`config.mk`:
```
export PLATFORM = sky130hd
export DESIGN_NAME = xs3_to_bcd_packer
export DESIGN_NICKNAME = d
export VERILOG_FILES = /design/src/rtl/xs3_pkg.sv /design/src/rtl/xs3_digit_dec.sv /design/src/rtl/xs3_to_bcd_packer.sv
export SDC_FILE = /design/constraint.sdc
export NUM_CORES = 1
export LEC_CHECK = 0
export CAP_MARGIN = 20
export CELL_PAD_IN_SITES_DETAIL_PLACEMENT = 1
export CELL_PAD_IN_SITES_GLOBAL_PLACEMENT = 2
export CORE_MARGIN = 4
export CORE_UTILIZATION = 27
export CTS_CLUSTER_SIZE = 25
export DETAILED_ROUTE_END_ITERATION = 8
export PLACE_DENSITY = 0.84
export SLEW_MARGIN = 20
export SYNTH_ARGS = -nofsm -noshare
export SYNTH_HDL_FRONTEND = slang
export SYNTH_SLANG_ARGS = --single-unit
```
`constraint.sdc`:
```
create_clock -name clk -period 1.6 [get_ports clk]
set_input_delay 0.32 -clock clk [delete_from_list [all_inputs] [get_ports clk]]
set_output_delay 0.32 -clock clk [all_outputs]
set_load 0.02 [all_outputs]
```
`src/rtl/xs3_pkg.sv`:
```
// Shared constants and types for the Excess-3 decode path.
//   XS3_MIN / XS3_MAX : legal Excess-3 code range (inclusive)
//   XS3_BIAS          : offset removed to recover the BCD digit
//   state_e           : packer FSM states
package xs3_pkg;

  localparam logic [3:0] XS3_MIN  = 4'h3;
  localparam logic [3:0] XS3_MAX  = 4'hC;
  localparam logic [3:0] XS3_BIAS = 4'h3;

  typedef enum logic {
    S_COLLECT = 1'b0,
    S_HOLD    = 1'b1
  } state_e;

endpackage

```
`src/rtl/xs3_digit_dec.sv`:
```
// Combinational Excess-3 to BCD digit decoder.
// Ports:
//   xs3   in  4  Excess-3 code
//   bcd   out 4  decoded BCD digit (0 when the code is illegal)
//   legal out 1  code lies in XS3_MIN..XS3_MAX
module xs3_digit_dec
  import xs3_pkg::*;
(
  input  logic [3:0] xs3,
  output logic [3:0] bcd,
  output logic       legal
);

  assign legal = (xs3 >= XS3_MIN) && (xs3 <= XS3_MAX);
  // Illegal codes collapse to zero so they never leak a bogus digit value.
  assign bcd   = legal ? (xs3 - XS3_BIAS) : 4'h0;

endmodule

```
`src/rtl/xs3_to_bcd_packer.sv`:
```
// Packs a serial stream of Excess-3 digits (most significant first) into a
// right-justified packed BCD word and presents it on a valid/ready port.
// Ports:
//   clk, rst_n            clock, asynchronous active-low reset
//   in_valid/in_ready     digit input handshake
//   in_xs3, in_last       Excess-3 digit and end-of-word marker
//   out_valid/out_ready   word output handshake
//   out_bcd               packed BCD, digit0 in [3:0]
//   out_ndig              number of digits in the word
//   out_err               at least one illegal code seen in this word
//
// Handshake: a transfer happens on a rising clock edge where valid and ready
// are both high. A producer holds valid and its payload steady until that
// edge; ready never depends on the same port's valid.
module xs3_to_bcd_packer
  import xs3_pkg::*;
#(
  parameter  int NDIGITS = 4,
  localparam int CW      = $clog2(NDIGITS + 1),
  localparam int W       = 4 * NDIGITS
) (
  input  logic          clk,
  input  logic          rst_n,
  input  logic          in_valid,
  output logic          in_ready,
  input  logic [3:0]    in_xs3,
  input  logic          in_last,
  output logic          out_valid,
  input  logic          out_ready,
  output logic [W-1:0]  out_bcd,
  output logic [CW-1:0] out_ndig,
  output logic          out_err
);

  localparam logic [CW-1:0] CNT_MAX = CW'(NDIGITS);

  state_e        state, state_nxt;
  logic [W-1:0]  acc, acc_nxt, acc_shift;
  logic [CW-1:0] cnt, cnt_nxt, cnt_inc;
  logic          err, err_nxt;
  logic [3:0]    dig_bcd;
  logic          dig_legal;

  xs3_digit_dec u_dec (
    .xs3   (in_xs3),
    .bcd   (dig_bcd),
    .legal (dig_legal)
  );

  // A single-digit word has no upper digits to shift along.
  if (NDIGITS == 1) begin : g_one
    assign acc_shift = dig_bcd;
  end else begin : g_multi
    assign acc_shift = {acc[W-5:0], dig_bcd};
  end

  assign cnt_inc = cnt + CW'(1);

  always_ff @(posedge clk or negedge rst_n) begin
    if (!rst_n) begin
      state <= S_COLLECT;
      acc   <= '0;
      cnt   <= '0;
      err   <= 1'b0;
    end else begin
      state <= state_nxt;
      acc   <= acc_nxt;
      cnt   <= cnt_nxt;
      err   <= err_nxt;
    end
  end

  always_comb begin
    state_nxt = state;
    acc_nxt   = acc;
    cnt_nxt   = cnt;
    err_nxt   = err;
    in_ready  = 1'b0;
    out_valid = 1'b0;
    case (state)
      S_COLLECT: begin
        in_ready = 1'b1;
        if (in_valid) begin
          acc_nxt = acc_shift;
          cnt_nxt = cnt_inc;
          err_nxt = err | ~dig_legal;
          // A full word closes regardless of in_last.
          if ((cnt_inc == CNT_MAX) || in_last) state_nxt = S_HOLD;
        end
      end
      S_HOLD: begin
        out_valid = 1'b1;
        if (out_ready) begin
          acc_nxt   = '0;
          cnt_nxt   = '0;
          err_nxt   = 1'b0;
          state_nxt = S_COLLECT;
        end
      end
      default: state_nxt = S_COLLECT;
    endcase
  end

  // Word fields come straight from registers, so they hold steady in HOLD.
  assign out_bcd  = acc;
  assign out_ndig = cnt;
  assign out_err  = err;

endmodule

```
-- After elaboration in Yosys (flattened, before gate mapping)
Cells that the tools add are included.
- muxes and demuxes: 16
- add/sub/neg operators: 2
- eq/ne operators: 3
- reduce and logical (&&, ||, !) cells: 3
- magnitude comparators: 2
- bitwise operators: 3
- operator list (operator ; count):
    $mux W16 ; 2
    $pmux W16 S2 ; 1
    $mux W1 ; 7
    $mux W3 ; 2
    $pmux W3 S2 ; 1
    $ge A4 B2 Y1 const B ; 1
    $le A4 B4 Y1 const B ; 1
    $mux W4 ; 1
    $ne A2 B2 Y1 const B ; 2
    $pmux W1 S2 ; 2
    $sub A4 B2 Y4 const B ; 1
    $add A3 B1 Y3 const B ; 1
    $eq A3 B3 Y1 const B ; 1
    $not A1 Y1 ; 2
    $reduce_and A2 Y1 ; 1
    $logic_and A1 B1 Y1 ; 1
    $logic_or A1 B1 Y1 ; 1
    $or A1 B1 Y1 ; 1
- register bits after elaboration: 21
- output and inout bits: 22
- input bits: 9
- logic and storage cells: 33

-- Longest topological paths before layout
- depth in word-level cells: 6
- depth in mapped cells: 5
- depth with buffers taken out: 5

-- By module
A second synthesis with hierarchy kept.
- cells, all modules: 77
- area, all modules: 948.4 um^2
- by module, submodules not included (module ; times used ; area an instance (um^2) ; seq. area each (um^2) ; cells each):
    xs3_to_bcd_packer ; 1 ; 834.6 ; 525.5 ; 60
    xs3_digit_dec ; 1 ; 113.9 ; 0.0 ; 17

-- Worst setup path after synthesis
No wires, ideal clock.
- path kind: register to register
- start point: register state
- end point: register cnt[0] (netlist: out_ndig[0])
- cell stages (with the launch flop): 5
- slack: 0.310 ns
- library setup time: 0.077 ns
- data required time: 1.523 ns
- path buffers: 1
- clock period less this slack: 1.290 ns
- data arrival time: 1.212 ns
- path through: dfrtp_1 mux2i_4 buf_6 nand2_1 o21ai_1
- word-level cells in the longest chain between the ends: 3
- elaborated cells on any way between the ends: 5
- those cells by class: eq/ne: 2; mux: 1; bitwise: 1; reduce/logical: 1
- ends and longest elaborated chain (element ; RTL line ; RTL):
    start, declared ; xs3_to_bcd_packer.sv:37 ; state_e state, state_nxt;
    start signal, assigned ; xs3_to_bcd_packer.sv:66 ; state <= state_nxt;
    $not A1 Y1 ; - ;
    $ne A2 B2 Y1 (no line) ; - ;
    $reduce_and A2 Y1 (no line) ; - ;
    end signal, assigned ; xs3_to_bcd_packer.sv:68 ; cnt <= cnt_nxt;
    end, declared ; xs3_to_bcd_packer.sv:39 ; logic [CW-1:0] cnt, cnt_nxt, cnt_inc;
Parallel ways exist; a longest one is shown, timed or not.
A chain may end at the register's enable or synchronous reset.

-- Worst setup path after layout
- start point: register state
- end point: output port in_ready
- word-level cells in the longest chain between the ends: 1
- ends and longest elaborated chain (element ; RTL line ; RTL):
    $mux W1 ; xs3_to_bcd_packer.sv:80 ; case (state)
    end, declared ; xs3_to_bcd_packer.sv:25 ; output logic in_ready,
No other way between the ends.

==> impl_metrics.yaml <==
cells_and_area:
  layout-area-overhead-vs-synth_pct: 42.9
  layout-drive-gt1-share_pct: 10.8
  layout.cells.non_filler: 155
  fin_nets: 125
  n_antenna_cell: 0
clock_tree:
  cts_made_buffers: 3
  cts_setup_buffers: 0
  clock_path_buffers: 2
  root_buffer: "clkbuf_4"
  cts_tree: "done"
  cts.sinks: 21
  clk_latency_ps: 300
  clkTransAtPathRegs_ps: 110
  htree_levels: 1
  cts_hold_buffers: 0
synthesis:
  yosys-top-cells-area: "dfrtp_1 58%, a22o_1 13%, ha_1 5.5%"
  synth_edf_count: 0
  syn_avg_cell_area_um2: 12.5
  synth_xor_area_share_pct: 2.89
  synth_top_area_share_pct: 57.8
  syn_nets: 86
  yosys_most_used_dff: "dfrtp_1"
  ys_async_sr_fraction_pct: 100
  synthAdderAreaFrac_pct: 5.50
  synth_top_family_by_area: "compound AO/OA/AOI/OAI gates"
  yosysMostFrequentCell: "dfrtp_1"
  ys_warn_count: 0
  synth_common_cells: "21 x dfrtp_1, 13 x a22o_1, 8 x nand2_1, 7 x o21ai_1"
  synth.area.mux_share_pct: 2.48
  yosysUniqueCellTypes: 19
  ys_seq_area_share_pct: 57.8
  synth_compound_area_share_pct: 19.9
  synthSimpleGateAreaFrac_pct: 7.29
  yosys_register_bits: 21
  netlist_area_um2: 910
  synthCells: 73
  synth_top_cell_by_area: "dfrtp_1"
detailed_routing:
  drc: 0
  via_per_inst: 4.59
  drtIter0Drc: 35
  num_vias: 711
  wl_per_cell_um: 13.4
  drtAntennaViolNets: 0
  routed_wl_um: 2080
  first_pass_iters: 4
power_and_ir_drop:
  p_int_uw: 955
  peakVddDrop_v: 0.000543
  power_density_nw_per_um2: 1140
  seqPwrFrac_pct: 47.9
  combPwrFrac_pct: 35.3
  p_clk_share_pct: 16.8
  power_leakage_uw: 0.000682
  p_switching_uw: 523
  switching_share_pct: 35.4
worst_setup_path:
  crit_arrival_ps: 1140
  cpPeakStageDelay_ps: 430
  critPathBufInv: 2
  crit_family: "flip-flops"
  end_kind: "output port"
  slowest_stage: "dfrtp_1"
  path_class: "reg2out"
  worst-path-max-fanout: 5
  cp_cell_sequence: "inv_1 > dlygate4sd2_1"
  startpoint_type: "flop"
  worstPathRequired_ps: 1280
place:
  gp_congestion: 0.773
  dpl.cell_count: 151
  portBuffers: 30
  hpwl_um: 1630
timing:
  timing.final.hold_violations: 0
  finalMaxSlewViolations: 0
  tightest_slew_ps: 568
  slew_headroom_pct: 61.3
  period_needed_ps: 1460
  finalCritPeriodShare_pct: 91.0
  fmax_mhz: 687
  finalSetupViolCount: 0
  rsz0062_at_grt: "false"
  fin_setup_tns_ps: 0
  skew_ps: 6.76
floorplanning:
  top_level_ports: 31
  die_area_um2: 4360
  core_area_um2: 3130
  die_width_um: 66.0
  row_count: 20
  start_util_pct: 29.1
  die_h_um: 66.0
outcome:
  status: "finished, final reports clean"
run:
  cap_violations: 0
global_routing:
  grt_pass1_vias: 752
  antenna_found_initial: 0
  grt_first_pass_wirelength_um: 3650
  grt_remaining_overflow: 0
  top_usage_layer: "met2"
  grt.total_usage_pct: 11.1
  grt_util_met3_pct: 2.89
  use_met1_pct: 13.4
  use_met2_pct: 18.1
  grt_start_max_net_pins: 22
worst_hold_path:
  hold_class: "in2async"
## stage by stage
step	area [um2]	setup slack [ps]	utilization (%)	hold slack [ps]	total power (uW)
global route	1300	58.5	41.6	352	1600
global placement	1300	-97.7	41.6	481	1310
finish	1300	144	41.6	347	1480
detailed placement	1300	-171	41.6	487	1330
CTS	1300	120	41.6	344	1510
floorplan	910	310	-	24.4	1020
## metal layers
metal | vias up | wire length [um]
li1 | 342 | -
met1 | 342 | 961
met2 | 23 | 970
met3 | 4 | 102
met4 | 0 | 45
met5 | - | 0
## sequential cells by signal, summed over array words and instances, names as in the netlist
name	count
out_bcd	16
out_ndig	3
out_err	1
state	1
## power by group through the flow
| stage | clock (uW) | sequential [uW] | combinational [uW] |
|---|---|---|---|
| 2_1_floorplan | 0 | 833 | 183 |
| 3_3_place_gp | 0 | 722 | 592 |
| 3_5_place_dp | 0 | 727 | 603 |
| 4_1_cts | 268 | 712 | 533 |
| 5_1_grt | 294 | 730 | 573 |
| 6_report | 248 | 709 | 522 |
## cell usage in the layout, fill, tap and decap left out, types with 2 or more instances in the layout
cell              n
dlygate4sd2_1    22
dfrtp_1          21
a22o_1           13
nand2_1           8
clkdlybuf4s50_1   8
o21ai_1           7
buf_4             5
inv_1             4
ha_1              4
clkbuf_4          3
xor2_1            2
a21oi_1           2
## repair_timing
| action | 4_1_cts | 5_1_grt |
|---|---|---|
| endpoints found under the setup margin | 22 | 0 |
| endpoints found under the hold margin | 0 | 0 |
| gates resized for setup | 22 | 0 |
## cell families after synthesis
family / Yosys count
AO/OA/AOI/OAI: 25
XOR/XNOR: 3
adder cells (fa/ha/maj): 4
buffers and inverters: 6
flip-flops: 21
multiplexers: 1
AND/OR/NAND/NOR: 13
## path summary, 6_finish.rpt
check	depth (start not counted)	slack, ps	end	from
setup reg to reg	4	220	out_ndig[2]	state
hold reg to reg	1	500	out_bcd[14]	out_bcd[14]
max in group asynchronous	2	1040	state	rst_n
hold / removal	2	350	out_ndig[2]	rst_n
min in group clk	1	500	out_bcd[14]	out_bcd[14]
setup / recovery	2	140	in_ready	state
## layout make-up
| cell class | count | area (um2) |
|---|---|---|
| Sequential cell | 21 | 526 |
| Multi-Input combinational cell | 46 | 347 |
| Tap cell | 44 | 55.1 |
| Timing Repair Buffer | 36 | 330 |
| Inverter | 4 | 15.0 |
| Fill cell | 363 | 1830 |
| Clock buffer | 3 | 22.5 |
| Clock inverter | 1 | 5.00 |
Note: power is estimated with default switching activity, not from simulation.
